File: src/rtl/uart_pkg.sv
// Shared types and helpers for the UART transmitter slice.
package uart_pkg;

  typedef enum logic [2:0] {
    IDLE,
    START,
    DATA,
    PARITY,
    STOP
  } uart_tx_state_e;

  // Clock cycles per bit, rounded to the nearest integer.
  function automatic int calc_div(input int clk_hz, input int baud);
    return (clk_hz + baud / 2) / baud;
  endfunction

endpackage

File: src/rtl/uart_baud_gen.sv
// Bit-period counter: runs 0..DIV-1 while enabled and pulses tick on the last count.
module uart_baud_gen #(
  parameter int DIV = 104
) (
  input  logic clk,
  input  logic reset,
  input  logic en,
  input  logic clr,
  output logic tick
);

  localparam int CNT_W = (DIV > 1) ? $clog2(DIV) : 1;

  logic [CNT_W-1:0] count;

  assign tick = (count == CNT_W'(DIV - 1));

  // NOTE: sequential state is updated with <= so every flop samples pre-edge values.
  always_ff @(posedge clk) begin
    if (reset || clr) begin
      count <= '0;
    end else if (en) begin
      count <= tick ? '0 : count + 1'b1;
    end
  end

endmodule

File: src/rtl/uart_tx_param.sv
// Parametrised UART transmitter with valid/ready input and exact-length bits.
// Define UART_TX_PARITY_EN to insert a parity bit after the data bits.
module uart_tx_param
  import uart_pkg::*;
#(
  parameter int CLK_HZ     = 1_000_000,
  parameter int BAUD       = 9600,
  parameter int DATA_BITS  = 8,
  parameter int STOP_BITS  = 2,
  parameter int PARITY_ODD = 0
) (
  input  logic                 clk,
  input  logic                 reset,
  input  logic [DATA_BITS-1:0] tx_data,
  input  logic                 tx_valid,
  output logic                 tx_ready,
  output logic                 tx_out,
  output logic                 tx_busy,
  output logic                 tx_done
);

  localparam int DIV    = calc_div(CLK_HZ, BAUD);
  localparam int BIT_W  = $clog2(DATA_BITS);
  localparam int STOP_W = (STOP_BITS > 1) ? $clog2(STOP_BITS) : 1;

  if (DATA_BITS < 5 || DATA_BITS > 9 || STOP_BITS < 1 || STOP_BITS > 2 ||
      PARITY_ODD < 0 || PARITY_ODD > 1 || DIV < 2) begin : g_bad_params
    $error("uart_tx_param: illegal parameter combination");
  end

  uart_tx_state_e       state;
  logic [DATA_BITS-1:0] shreg;
  logic [BIT_W-1:0]     bit_idx;
  logic [STOP_W-1:0]    stop_idx;
  logic                 accept;
  logic                 tick;

`ifdef UART_TX_PARITY_EN
  logic                 parity_q;
`endif

  assign tx_ready = (state == IDLE) && !reset;
  assign accept   = tx_valid && tx_ready;

  // Clearing on accept makes the start bit exactly DIV cycles long.
  uart_baud_gen #(
    .DIV (DIV)
  ) u_baud_gen (
    .clk   (clk),
    .reset (reset),
    .en    (state != IDLE),
    .clr   (accept),
    .tick  (tick)
  );

  always_ff @(posedge clk) begin
    if (reset) begin
      state    <= IDLE;
      shreg    <= '0;
      bit_idx  <= '0;
      stop_idx <= '0;
      tx_out   <= 1'b1;
      tx_busy  <= 1'b0;
      tx_done  <= 1'b0;
`ifdef UART_TX_PARITY_EN
      parity_q <= 1'b0;
`endif
    end else begin
      tx_done <= 1'b0;
      unique case (state)
        IDLE: begin
          if (tx_valid) begin
            state    <= START;
            shreg    <= tx_data;
            bit_idx  <= '0;
            stop_idx <= '0;
            tx_out   <= 1'b0;
            tx_busy  <= 1'b1;
`ifdef UART_TX_PARITY_EN
            parity_q <= (^tx_data) ^ 1'(PARITY_ODD);
`endif
          end
        end
        START: begin
          if (tick) begin
            state  <= DATA;
            tx_out <= shreg[0];
          end
        end
        DATA: begin
          if (tick) begin
            if (bit_idx == BIT_W'(DATA_BITS - 1)) begin
`ifdef UART_TX_PARITY_EN
              state  <= PARITY;
              tx_out <= parity_q;
`else
              state  <= STOP;
              tx_out <= 1'b1;
`endif
            end else begin
              // shreg[0] is the bit on the line, so the next one is shreg[1].
              bit_idx <= bit_idx + 1'b1;
              shreg   <= shreg >> 1;
              tx_out  <= shreg[1];
            end
          end
        end
`ifdef UART_TX_PARITY_EN
        PARITY: begin
          if (tick) begin
            state  <= STOP;
            tx_out <= 1'b1;
          end
        end
`endif
        STOP: begin
          if (tick) begin
            if (stop_idx == STOP_W'(STOP_BITS - 1)) begin
              state   <= IDLE;
              tx_busy <= 1'b0;
              tx_done <= 1'b1;
            end else begin
              stop_idx <= stop_idx + 1'b1;
            end
          end
        end
        default: begin
          state  <= IDLE;
          tx_out <= 1'b1;
        end
      endcase
    end
  end

endmodule
File: config.mk
export PLATFORM = sky130hd
export DESIGN_NAME = uart_tx_param
export DESIGN_NICKNAME = d
export VERILOG_FILES = /design/src/rtl/uart_pkg.sv /design/src/rtl/uart_baud_gen.sv /design/src/rtl/uart_tx_param.sv
export SDC_FILE = /design/constraint.sdc
export NUM_CORES = 1
export LEC_CHECK = 0
export CORE_MARGIN = 5
export CORE_UTILIZATION = 50
export DETAILED_ROUTE_END_ITERATION = 7
export GPL_TIMING_DRIVEN = 0
export PLACE_DENSITY_LB_ADDON = 0.05
export SYNTH_ARGS = -nofsm -noshare
export SYNTH_HDL_FRONTEND = slang
export SYNTH_SLANG_ARGS = --single-unit
export TNS_END_PERCENT = 1
File: constraint.sdc
create_clock -name clk -period 1.9 [get_ports clk]
set_input_delay 0.38 -clock clk [delete_from_list [all_inputs] [get_ports clk]]
set_output_delay 0.38 -clock clk [all_outputs]
set_load 0.05 [all_outputs]
==> tab_implementation.tex <==
\begin{tabular}{lr}
\hline
Metric & Value \\
\hline
\multicolumn{2}{l}{\textbf{Critical path}} \\
CP Data Arrival Time & 2160 ps \\
Max FO, Critical Path & 6 \\
Number of cells traversed by the worst register-to-register path & 8 \\
Classification of the worst setup path & flip-flop to flip-flop \\
Critical Path Sink Type & flip-flop \\
Startpoint class of the critical path & flip-flop \\
Crit path required time & 2100 ps \\
\multicolumn{2}{l}{\textbf{STA}} \\
Setup\_tns & -160 ps \\
Final cycle utilization of the critical path & 1.03 \\
Max Transition Viols Final & 0 \\
Slew Limit Headroom & 0.660 \\
RSZ-0062 raised after global routing & true \\
Peak clock frequency supported by timing & 510 MHz \\
Worst hold margin & 484 ps \\
Final number of hold-violating endpoints & 0 \\
Final setup vio count & 5 \\
Worst clock skew & 4.34 ps \\
Post-route setup slack & -59.5 ps \\
Slew at the pin with the worst max-slew slack & 509 ps \\
Post-route minimum period & 1960 ps \\
\multicolumn{2}{l}{\textbf{Placement}} \\
Routability congestion estimate & 0.779 \\
Placement-stage worst setup slack & -1060 ps \\
Post-detailed-placement half-perimeter wirelength & 1.83 mm \\
Cell count after placement & 182 \\
Port Buffer Count & 14 \\
\multicolumn{2}{l}{\textbf{Routing}} \\
First DRT Iteration DRCs & 33 \\
DRT Pass-1 Iters & 4 \\
Number of nets with antenna violations after detailed routing & 0 \\
Via density & 5.49 \\
Total wire length after detailed routing & 2.71 mm \\
Routed length per instance & 13.5 µm \\
Number of vias in the routed layout & 1098 \\
Post-detailed-route DRC marker count & 0 \\
\multicolumn{2}{l}{\textbf{Run}} \\
Number of maximum-capacitance constraint violations & 0 \\
\multicolumn{2}{l}{\textbf{Global routing}} \\
Global-route congestion overflow total & 0 \\
Initial antenna violation count & 0 \\
Largest net degree at the start of global routing & 15 \\
First-pass GRT wire length & 4.52 mm \\
Total routing usage reported by global routing & 0.167 \\
Vias in the first global route & 1030 \\
\multicolumn{2}{l}{\textbf{Finish}} \\
Number of standard cells in the final layout excluding fillers & 200 \\
Share of layout cells above drive strength 1 & 0.265 \\
ANT cells & 0 \\
Area used by multi-input combinational logic & 697 µm² \\
Area overhead of the layout relative to synthesis & 30.2\% \\
Fill cell instance count of the final layout & 203 \\
Area taken by flip-flops and latches & 504 µm² \\
Final core occ & 0.671 \\
Net count reported at finish & 185 \\
\multicolumn{2}{l}{\textbf{Clock network}} \\
Number of buffers between clock root and the deepest sink & 2 \\
Clock transition at the registers of the reported paths & 140 ps \\
Number of clock buffers inserted by TritonCTS & 3 \\
Cell chosen for the clock root & clkbuf\_4 \\
Hold buffers post-CTS & 0 \\
CTS Sinks & 25 \\
H-tree lvl count & 1 \\
TritonCTS clock tree & yes \\
Worst skew pair latency & 320 ps \\
\multicolumn{2}{l}{\textbf{Pwr}} \\
Clock Power Share & 0.248 \\
Combinational share of power & 0.178 \\
IR drop worst, VDD & 356 µV \\
Switching power & 263 µW \\
Internal power summed over all cells & 710 µW \\
Leak pwr & 0.711 nW \\
Switching part of the total power & 0.270 \\
Share of power burned in registers & 0.573 \\
P per Cell Area & 596 nW/µm² \\
\multicolumn{2}{l}{\textbf{Logic synthesis}} \\
Average cell area after synthesis & 9.08 µm² \\
Area share of the largest cell type after synthesis & 0.399 \\
Sequential-to-total area share from yosys stat & 0.399 \\
Cell count after synthesis & 138 \\
Total of flip-flops plus latches after synthesis & 25 \\
Area of the mapped netlist & 1250 µm² \\
Nets in the synthesized netlist & 152 \\
Cell type with the largest total area after synthesis & dfxtp\_1 \\
Unique cell type count in the Yosys netlist & 33 \\
Synthesis Warnings & 0 \\
Cell types occupying the most area after synthesis & dfxtp\_1, mux2i\_1, a211oi\_2, nor2\_1, ha\_1 \\
\multicolumn{2}{l}{\textbf{Floorplanning}} \\
Starting density of the core & 0.515 \\
Die outline width & 60.1 µm \\
Placeable core region & 2430 µm² \\
Cell Rows & 18 \\
Die Y-Extent & 60.1 µm \\
Total die area & 3610 µm² \\
Boundary pin count & 15 \\
\multicolumn{2}{l}{\textbf{Hold path}} \\
Type of the most critical hold path & flip-flop to flip-flop \\
WHS Path Cells & 2 \\
\multicolumn{2}{l}{\textbf{Outcome}} \\
Failing checks & setup timing \\
Result of the run & finished, violations left \\
\hline
\end{tabular}
## worst paths after layout
| check | from | endpoint | slack [ps] |
|---|---|---|---|
| min | bit_idx[2] | bit_idx[2] | 480 |
| max | state[2] | shreg[6] | -60 |
| max reg2reg | state[2] | shreg[6] | -60 |
| min reg2reg | bit_idx[2] | bit_idx[2] | 480 |
## power groups by stage
stage / sequential (mW) / clock (mW) / combinational (mW)
final: 0.558 / 0.242 / 0.173
after global routing: 0.561 / 0.278 / 0.187
after CTS: 0.558 / 0.254 / 0.164
after detailed placement: 0.569 / 0 / 0.150
after global placement: 0.568 / 0 / 0.148
after floorplan: 0.581 / 0 / 0.0867
## layout make-up
class                   count  area share
well taps                  30      0.0230
clock buffers               3      0.0138
inverters                   5      0.0115
repair buffers             29       0.158
clock inverters             1     0.00307
flip-flops and latches     25       0.309
multi-input cells          98       0.427
plain buffers               9      0.0552
## cells in the final DEF, fill, tap and decap left out, types with 3 or more instances in the layout
master / count
a211oi_1: 4
a211oi_2: 5
a21oi_1: 7
and3_1: 4
buf_4: 17
buf_6: 5
clkbuf_4: 3
clkdlybuf4s50_1: 10
dfxtp_1: 22
dfxtp_2: 3
ha_1: 3
inv_1: 5
mux2i_1: 8
nand2_1: 6
nand2b_1: 5
nand3_1: 6
nand4_1: 4
nor2_1: 14
nor3_1: 4
o21ai_0: 5
xor2_1: 3
## registers in the layout (all words and copies together), names as in the netlist
register and count:
bit_idx 3, shreg 8, state 3, stop_idx 1, tx_busy 1, tx_done 1, tx_out 1, u_baud_gen.count 7
## Yosys cell counts, drive strengths merged
cell      n
dfxtp    25
nor2     15
a211oi    9
mux2i     8
a21oi     7
buf       7
o21ai     7
nand2     6
nand3     6
inv       5
nand2b    5
and3      4
nand4     4
nor3      4
clkbuf    3
ha        3
or3       3
xor2      3
o31ai     2
or2       2
a2bb2oi   1
a41oi     1
nand4b    1
nand4bb   1
o21a      1
o311a     1
o41ai     1
or3b      1
or4b      1
xnor2     1
## worst max-delay path, stage by stage, from the launching register on
cell,delay (ps)
dfxtp_2,340
buf_4,130
or3b_4,400
buf_12,140
o41ai_4,380
buf_6,160
buf_4,120
buf_4,110
a211oi_1,60
## metal layers
layer	track usage	vias up	share of wire	wire length (µm)
met5	0	-	0	0
met4	0.0665	0	0.0059	16
met3	0.0410	2	0.035	94
met2	0.270	17	0.50	1350
met1	0.213	520	0.46	1240
li1	-	559	-	-
## kinds of logic (layout without fill, tap and decap cells)
group / after synthesis / in the layout / share of synthesized area
XOR/XNOR: 4 / 4 / 0.0279
AO/OA/AOI/OAI: 30 / 30 / 0.192
AND/OR/NAND/NOR: 53 / 53 / 0.227
multiplexers: 8 / 8 / 0.0639
buffers and inverters: 15 / 47 / 0.0609
flip-flops: 25 / 25 / 0.399
adder cells (fa/ha/maj): 3 / 3 / 0.0299
## stage by stage
| step | total power, mW | area (µm²) |
|---|---|---|
| after global placement | 0.716 | 1430 |
| after floorplan | 0.668 | 1260 |
| after global routing | 1.03 | 1630 |
| after CTS | 0.975 | 1530 |
| final | 0.973 | 1630 |
| after detailed placement | 0.719 | 1430 |
## repair_timing
item	4_1_cts	5_1_grt
endpoints found under the setup margin	1	17
gates resized for setup	21	13
pin swaps	0	6
buffers inserted	5	10
Power figures use the tool's default switching activity.
